[src/rtl/key_cmd_pkg.sv]
// Shared key codes, move encodings and controller state for the keypad cursor block.
package key_cmd_pkg;

    localparam logic [3:0] KEY_UP    = 4'h1;
    localparam logic [3:0] KEY_DOWN  = 4'h9;
    localparam logic [3:0] KEY_LEFT  = 4'h4;
    localparam logic [3:0] KEY_RIGHT = 4'h6;
    localparam logic [3:0] KEY_PLACE = 4'h5;
    localparam logic [3:0] KEY_PASS  = 4'hF;
    localparam logic [3:0] KEY_UNDO  = 4'hE;

    // 2'b11 is reserved and never produced.
    localparam logic [1:0] MOVE_PLACE = 2'b00;
    localparam logic [1:0] MOVE_PASS  = 2'b01;
    localparam logic [1:0] MOVE_UNDO  = 2'b10;

    typedef enum logic {
        IDLE = 1'b0,
        EMIT = 1'b1
    } state_e;

endpackage

[src/rtl/coord_wrap_step.sv]
// Combinational +1/-1 on one board coordinate with modulo BOARD_SIZE wrap.
module coord_wrap_step #(
    parameter int BOARD_SIZE = 19,
    parameter int COORD_W    = 5
) (
    input  logic [COORD_W-1:0] coord_i,
    input  logic               inc_i,
    input  logic               dec_i,
    output logic [COORD_W-1:0] coord_o
);

    localparam logic [COORD_W:0]   LAST_W = (COORD_W+1)'(BOARD_SIZE - 1);
    localparam logic [COORD_W-1:0] LAST_C = COORD_W'(BOARD_SIZE - 1);

    logic [COORD_W:0] wide;
    logic [COORD_W:0] plus_one;
    logic [COORD_W:0] minus_one;

    // One extra bit lets the decrement borrow show up as the MSB.
    assign wide      = {1'b0, coord_i};
    assign plus_one  = wide + 1'b1;
    assign minus_one = wide - 1'b1;

    always_comb begin
        coord_o = coord_i;
        if (inc_i) begin
            coord_o = (plus_one > LAST_W) ? '0 : plus_one[COORD_W-1:0];
        end else if (dec_i) begin
            coord_o = minus_one[COORD_W] ? LAST_C : minus_one[COORD_W-1:0];
        end
    end

endmodule

[src/rtl/key_cursor_ctrl.sv]
// Turns keypad key events into cursor motion and place/pass/undo move commands.
module key_cursor_ctrl
    import key_cmd_pkg::*;
#(
    parameter int BOARD_SIZE = 19,
    parameter int COORD_W    = 5
) (
    input  logic               clk,
    input  logic               rst,
    input  logic               en,
    input  logic               key_valid,
    output logic               key_ready,
    input  logic [3:0]         key_index,
    output logic [COORD_W-1:0] cursor_x,
    output logic [COORD_W-1:0] cursor_y,
    output logic               armed,
    output logic               move_valid,
    input  logic               move_ready,
    output logic [1:0]         move_kind,
    output logic [COORD_W-1:0] move_x,
    output logic [COORD_W-1:0] move_y
);

    localparam logic [COORD_W-1:0] CENTER = COORD_W'(BOARD_SIZE / 2);

    state_e             state_q, state_d;
    logic [COORD_W-1:0] cx_q, cx_d;
    logic [COORD_W-1:0] cy_q, cy_d;
    logic               armed_q, armed_d;
    logic [1:0]         kind_q, kind_d;
    logic [COORD_W-1:0] mx_q, mx_d;
    logic [COORD_W-1:0] my_q, my_d;

    logic               key_accept;
    logic [COORD_W-1:0] x_step;
    logic [COORD_W-1:0] y_step;

    coord_wrap_step #(
        .BOARD_SIZE (BOARD_SIZE),
        .COORD_W    (COORD_W)
    ) u_x_step (
        .coord_i (cx_q),
        .inc_i   (key_index == KEY_RIGHT),
        .dec_i   (key_index == KEY_LEFT),
        .coord_o (x_step)
    );

    coord_wrap_step #(
        .BOARD_SIZE (BOARD_SIZE),
        .COORD_W    (COORD_W)
    ) u_y_step (
        .coord_i (cy_q),
        .inc_i   (key_index == KEY_DOWN),
        .dec_i   (key_index == KEY_UP),
        .coord_o (y_step)
    );

    // Ready comes from state alone so the scanner sees no combinational path back.
    assign key_ready  = (state_q == IDLE);
    assign key_accept = key_valid && key_ready;

    always_comb begin
        state_d = state_q;
        cx_d    = cx_q;
        cy_d    = cy_q;
        armed_d = armed_q;
        kind_d  = kind_q;
        mx_d    = mx_q;
        my_d    = my_q;
        case (state_q)
            IDLE: begin
                // With en low the key is still consumed, just without effect.
                if (key_accept && en) begin
                    case (key_index)
                        KEY_UP, KEY_DOWN: begin
                            cy_d    = y_step;
                            armed_d = 1'b0;
                        end
                        KEY_LEFT, KEY_RIGHT: begin
                            cx_d    = x_step;
                            armed_d = 1'b0;
                        end
                        KEY_PLACE: begin
                            if (armed_q) begin
                                state_d = EMIT;
                                kind_d  = MOVE_PLACE;
                                mx_d    = cx_q;
                                my_d    = cy_q;
                                armed_d = 1'b0;
                            end else begin
                                armed_d = 1'b1;
                            end
                        end
                        KEY_PASS: begin
                            state_d = EMIT;
                            kind_d  = MOVE_PASS;
                            mx_d    = '0;
                            my_d    = '0;
                            armed_d = 1'b0;
                        end
                        KEY_UNDO: begin
                            state_d = EMIT;
                            kind_d  = MOVE_UNDO;
                            mx_d    = '0;
                            my_d    = '0;
                            armed_d = 1'b0;
                        end
                        default: begin
                        end
                    endcase
                end
            end
            EMIT: begin
                if (move_ready) begin
                    state_d = IDLE;
                end
            end
            default: state_d = IDLE;
        endcase
    end

    always_ff @(posedge clk) begin
        if (rst) begin
            state_q <= IDLE;
            cx_q    <= CENTER;
            cy_q    <= CENTER;
            armed_q <= 1'b0;
            kind_q  <= MOVE_PLACE;
            mx_q    <= '0;
            my_q    <= '0;
        end else begin
            state_q <= state_d;
            cx_q    <= cx_d;
            cy_q    <= cy_d;
            armed_q <= armed_d;
            kind_q  <= kind_d;
            mx_q    <= mx_d;
            my_q    <= my_d;
        end
    end

    assign cursor_x   = cx_q;
    assign cursor_y   = cy_q;
    assign armed      = armed_q;
    assign move_valid = (state_q == EMIT);
    assign move_kind  = kind_q;
    assign move_x     = mx_q;
    assign move_y     = my_q;

endmodule
[config.mk]
export PLATFORM = sky130hd
export DESIGN_NAME = key_cursor_ctrl
export DESIGN_NICKNAME = d
export VERILOG_FILES = /design/src/rtl/key_cmd_pkg.sv /design/src/rtl/coord_wrap_step.sv /design/src/rtl/key_cursor_ctrl.sv
export SDC_FILE = /design/constraint.sdc
export NUM_CORES = 1
export LEC_CHECK = 0
export CAP_MARGIN = 40
export CORE_ASPECT_RATIO = 0.6
export CORE_MARGIN = 10
export CORE_UTILIZATION = 55
export DETAILED_ROUTE_END_ITERATION = 8
export GPL_TIMING_DRIVEN = 0
export PLACE_DENSITY_LB_ADDON = 0.1
export SLEW_MARGIN = 20
export SYNTH_ARGS = -nofsm -noshare
export SYNTH_HDL_FRONTEND = slang
export SYNTH_HIERARCHICAL = 1
export SYNTH_SLANG_ARGS = --single-unit
[constraint.sdc]
create_clock -name clk -period 8.5 [get_ports clk]
set_clock_uncertainty 0.2 [all_clocks]
set_input_delay 1.7 -clock clk [delete_from_list [all_inputs] [get_ports clk]]
set_output_delay 1.7 -clock clk [all_outputs]
set_load 0.02 [all_outputs]
Word level (Yosys, flattened, before mapping)
Cells that the tools add are included.
{"block": "classes", "n_reduce_logical": 16, "mux": 21, "n_bitwise": 1, "addsub": 4, "order_cmp": 2, "eq_ne": 8}
{"operator": "$mux 5", "n": 10}
{"operator": "$pmux 5 s2", "n": 2}
{"operator": "$reduce_and 4->1", "n": 4}
{"operator": "$add 5x1->6 const B", "n": 2}
{"operator": "$eq 4x3->1 const B", "n": 3}
{"operator": "$eq 4x4->1 const B", "n": 3}
{"operator": "$gt 6x5->1 const B", "n": 2}
{"operator": "$sub 5x1->6 const B", "n": 2}
{"operator": "$reduce_bool 2->1", "n": 4}
{"operator": "$pmux 1 s2", "n": 3}
{"operator": "$pmux 2 s3", "n": 1}
{"operator": "$reduce_or 2->1", "n": 3}
{"operator": "$reduce_or 6->1", "n": 1}
{"operator": "$eq 4x1->1 const B", "n": 1}
{"operator": "$mux 1", "n": 4}
{"operator": "$reduce_and 3->1", "n": 1}
{"operator": "$reduce_bool 3->1", "n": 1}
{"operator": "$logic_and 1x1->1", "n": 2}
{"operator": "$mux 2", "n": 1}
{"operator": "$ne 2x2->1 const B", "n": 1}
{"operator": "$not 1->1", "n": 1}
{"block": "word_totals", "ff_bits": 24, "in_bits": 9, "elab_cells": 59}

Depth between registers and ports, before layout
{"block": "logic_depth", "depth_word": 5, "depth_mapped": 10, "mapped_depth_nobuf": 9}

Modules after synthesis
The synthesis kept the hierarchy.
{"mod": "key_cursor_ctrl", "seq_area_each_um2": 480.5, "cells_per_inst": 119, "n_inst": 1, "area_per_inst_um2": 1089.8}
{"mod": "coord_wrap_step at u_y_step", "seq_area_each_um2": 0.0, "cells_per_inst": 58, "n_inst": 1, "area_per_inst_um2": 350.3}
{"mod": "coord_wrap_step at u_x_step", "seq_area_each_um2": 0.0, "cells_per_inst": 53, "n_inst": 1, "area_per_inst_um2": 344.1}

Worst setup path before layout
OpenSTA, ideal clock, no wires.
{"block": "synth_path", "path_type": "input port to flip-flop", "start": "input port key_index[3]", "end": "register cx_q[0], in the netlist cursor_x[0]", "path_stages": 9, "path_buffers": 1, "required_ns": 8.180, "arrival_time_ns": 3.756, "path_slack_ns": 4.424, "cell_sequence": "buf_2 or3b_1 nor2_1 or3b_1 nor4_2 o21ai_0 o21a_1 and3_1 a211o_1"}
{"block": "synth_via", "elab_cells_between_ends": 6, "cone_classes": "eq/ne (2); mux (1); reduce/logical (3)"}
{"item": "start, declared", "line": "key_cursor_ctrl.sv:13", "rtl": "input logic [3:0] key_index,"}
{"item": "$eq 4x3->1", "line": "key_cursor_ctrl.sv:43", "rtl": ".inc_i (key_index == KEY_RIGHT),"}
{"item": "$mux 5", "line": "coord_wrap_step.sv:26", "rtl": "if (inc_i) begin"}
{"item": "via x_step[0]", "line": "key_cursor_ctrl.sv:35", "rtl": "logic [COORD_W-1:0] x_step;"}
{"item": "end signal, assigned", "line": "key_cursor_ctrl.sv:125", "rtl": "cx_q <= CENTER;"}
{"item": "end signal, assigned", "line": "key_cursor_ctrl.sv:133", "rtl": "cx_q <= cx_d;"}
{"item": "end, declared", "line": "key_cursor_ctrl.sv:27", "rtl": "logic [COORD_W-1:0] cx_q, cx_d;"}
The timed path passes the listed nets, and every way through them passes these cells.
A chain may end at the register's enable or synchronous reset.

Worst setup path after layout
{"block": "layout_path", "start": "input port key_index[2]", "end": "register cx_q[0], in the netlist cursor_x[0]"}
Same word-level chain as after synthesis.

==> impl_metrics.env <==
export IMPL_die_x_um=93.53
export IMPL_r2r_end="cursor_x[0]"
export IMPL_powerDensity_nw_per_um2=96.31
export IMPL_htree_levels=1
export IMPL_routed_wl_mm=4.918
export IMPL_ys_ff_latch=24
export IMPL_synthesis_area_um2=1784
export IMPL_synth_mux_area_share_pct=6.732
export IMPL_crit_chain="clkdlybuf4s50_1 > or3b_1 > nor2_1 > or3b_1 > nor4_2 > o21ai_0 > o21a_1 > and3_1 > a211o_1"
export IMPL_yosys_warnings=6
export IMPL_vias=1862
export IMPL_clkTransAtPathRegs_ps=80
export IMPL_drt_first_pass_iters=5
export IMPL_final_hold_viol_count=0
export IMPL_crit_fanout=7
export IMPL_drt_iter0_drc=261
export IMPL_finalWorstPathRequiredPeriod_ps=4712
export IMPL_critical_path_most_common_cell="or3b_1"
export IMPL_drive_gt1_share_pct=7.605
export IMPL_crit_buf_inv=1
export IMPL_antenna_found_initial=0
export IMPL_holdBufCountCts=0
export IMPL_place_area_um2=2137
export IMPL_status="complete, no violations"
export IMPL_netlist_instances=230
export IMPL_cts_resized_gates=0
export IMPL_finalSetupViolCount=0
export IMPL_holdPathEnd="move_kind[0]"
export IMPL_grt_pass1_vias=1610
export IMPL_cp_required_ps=8450
export IMPL_final_cells=305
export IMPL_grt_overflow=0
export IMPL_drc=0
export IMPL_r2r_setup_slack_ps=5680
export IMPL_cp_slowest_cell="clkdlybuf4s50_1"
export IMPL_tns_ps=0
export IMPL_pin_count=34
export IMPL_gp_congestion=0.9074
export IMPL_r2r_start="cursor_x[0]"
export IMPL_path_class="input pin to flop"
export IMPL_cts_root_buf="clkbuf_8"
export IMPL_gr_usage_all_layers_pct=15.61
export IMPL_synth_adder_area_share_pct=4.208
export IMPL_cp_top_family="simple AND/OR/NAND/NOR gates"
export IMPL_ir_drop_mv=0.09860
export IMPL_synth_top_flop_cell="dfxtp_1"
export IMPL_grt_pass1_wl_mm=7.941
export IMPL_dieArea_um2=5997
export IMPL_rr_worst_depth=9
export IMPL_nNetsFinal=280
export IMPL_ys_types=51
export IMPL_post_drt_wl_per_cell_um=16.12
export IMPL_grt_start_max_net_pins=13
export IMPL_initial_core_util_pct=59.79
export IMPL_synth_top_family_by_area="simple AND/OR/NAND/NOR gates"
export IMPL_crit_arrival_ps=4660
export IMPL_worstHoldStart="move_kind[0]"
export IMPL_cts_tree="done"
export IMPL_synthArstFlopShare_pct=0
export IMPL_worstHoldPathType="flop to flop"
export IMPL_finalInstanceArea_um2=2178
export IMPL_synth_compound_area_share_pct=23.28
export IMPL_post_cts_buffers=0
export IMPL_drv_slew=0
export IMPL_clock_sinks=24
export IMPL_crit_path_end_kind="flop"
export IMPL_period_share_pct=55.44
export IMPL_cp_start_kind="input pin"
export IMPL_slew_headroom_pct=63.22
export IMPL_syn_avg_cell_area_um2=7.757
export IMPL_dpl_cell_count=302
export IMPL_worst_pin_slew_ps=549.9
export IMPL_rsz0062_at_grt="false"
export IMPL_clockBufferDepth=2
export IMPL_syn_nets=245
export IMPL_insertion_delay_ps=260
export IMPL_synth_xor_area_share_pct=0.9818
export IMPL_dp_hpwl_mm=3.737
export IMPL_power_uw=209.8
export IMPL_fmax_mhz=212.2
export IMPL_yosysSeqAreaShare_pct=26.93
export IMPL_numCtsBuffers=3
export IMPL_synthSimpleGateAreaFrac_pct=32.75
export IMPL_design_core_area_um2=2984
export IMPL_synth_edf_count=0
export IMPL_hold_depth=2
export IMPL_antennaDiodeCount=0
export IMPL_viasPerCell=6.105
export IMPL_area_growth_syn_to_layout_pct=22.09
export IMPL_cpPeakStageDelay_ps=640
export IMPL_die_h_um=64.12
export IMPL_p_leak_nw=0.8698
export IMPL_port_buffers=30
export IMPL_drtAntennaViolNets=0
export IMPL_drv_cap=0
export IMPL_rows=15
-- through the flow --
stage	setup WS (ps)	utilization (%)	hold slack [ps]
global placement	3658	71.61	258.8
CTS	3905	73.00	272.2
floorplan	4424	-	339.9
detailed placement	3648	71.61	259.1
finish	3788	73.00	268.0
global route	3732	73.00	288.0
-- where the power goes --
| group | leakage, nW | internal [mW] | total [mW] | switching [mW] |
|---|---|---|---|---|
| Clock | 0.0216 | 0.0316 | 0.0643 | 0.0327 |
| Sequential | 0.194 | 0.113 | 0.115 | 0.00188 |
| Combinational | 0.654 | 0.0128 | 0.0302 | 0.0173 |
-- worst register-to-register path, stage by stage, from the launching register on --
cell and delay [ps]:
dfxtp_1 580, inv_1 110, ha_1 330, nor2b_1 260, a2111o_1 160, o41ai_2 100
o31a_2 380, o21a_1 200, and3_1 140, a211o_1 250
-- sequential cells by signal (all words and copies together) (netlist names) --
name	cells
armed	1
cursor_x	5
cursor_y	5
move_kind	2
move_valid	1
move_x	5
move_y	5
-- cell type report --
type	instances	area, um^2
Multi-Input combinational cell	185	1212
Fill cell	242	805.8
Sequential cell	24	480.5
Timing Repair Buffer	30	300.3
Buffer	11	53.80
Tap cell	42	52.55
Clock buffer	3	41.29
Inverter	10	37.54
-- worst max path at each step --
stage | start | to | slack, ps | depth (start not counted)
final | key_index[2] | cursor_x[0] | 3790 | 9
after global routing | key_index[2] | cursor_x[0] | 3730 | 9
after CTS | key_index[2] | cursor_x[0] | 3900 | 9
after detailed placement | key_index[2] | cursor_x[0] | 3650 | 9
after global placement | key_index[2] | cursor_x[0] | 3660 | 9
after floorplan | key_index[3] | cursor_x[0] | 4420 | 9
-- Yosys cell counts, types with 3 or more instances --
cell type	instances	share of area [%]
a31oi_1	7	2.5
a211o_1	4	2.0
o21ai_1	3	0.84
ha_1	6	4.2
a21oi_1	16	4.5
nand2_1	23	4.8
nor3_1	6	1.7
nand3_1	12	3.4
dfxtp_1	24	27
nor2_1	15	3.2
nor2b_1	5	1.8
mux2i_1	12	6.7
o21ai_0	14	3.9
or3b_1	3	1.5
buf_2	7	2.0
nand2b_1	14	4.9
clkbuf_1	3	0.63
inv_1	10	2.1
and3_1	7	2.5
-- metal layers --
layer	wire length, um	part of all wire, %	vias to the layer above	GRT usage, %
met1	2333	47	841	22.38
met4	12	0.24	0	1.132
met3	710	14	4	7.692
met5	0	0	-	0
li1	-	-	905	-
met2	1862	38	112	20.93
-- kinds of logic after synthesis --
group,count (synthesis)
simple gates,102
compound gates,63
flops,24
buf+inv,21
mux,12
fa+ha+maj,6
xor+xnor,2
-- placed cells by master, fill, tap and decap left out, types with 2 or more instances in the layout --
cell             instances
clkbuf_8                 3
o21ai_0                 14
o21ai_1                  3
o2bb2ai_1                2
a22oi_1                  2
nor2b_1                  5
nand3_1                 12
or3b_1                   3
nor3_1                   6
inv_1                   10
nand2b_1                14
nand2_1                 23
o21a_1                   2
xnor2_1                  2
buf_2                    7
ha_1                     6
clkdlybuf4s50_1         30
nor2_1                  15
and3_1                   7
dfxtp_1                 24
and2_1                   2
mux2i_1                 12
a21oi_1                 16
nand3b_1                 2
a311oi_1                 2
a211o_1                  4
clkbuf_1                 3
a31oi_1                  7
Power figures use the tool's default switching activity.
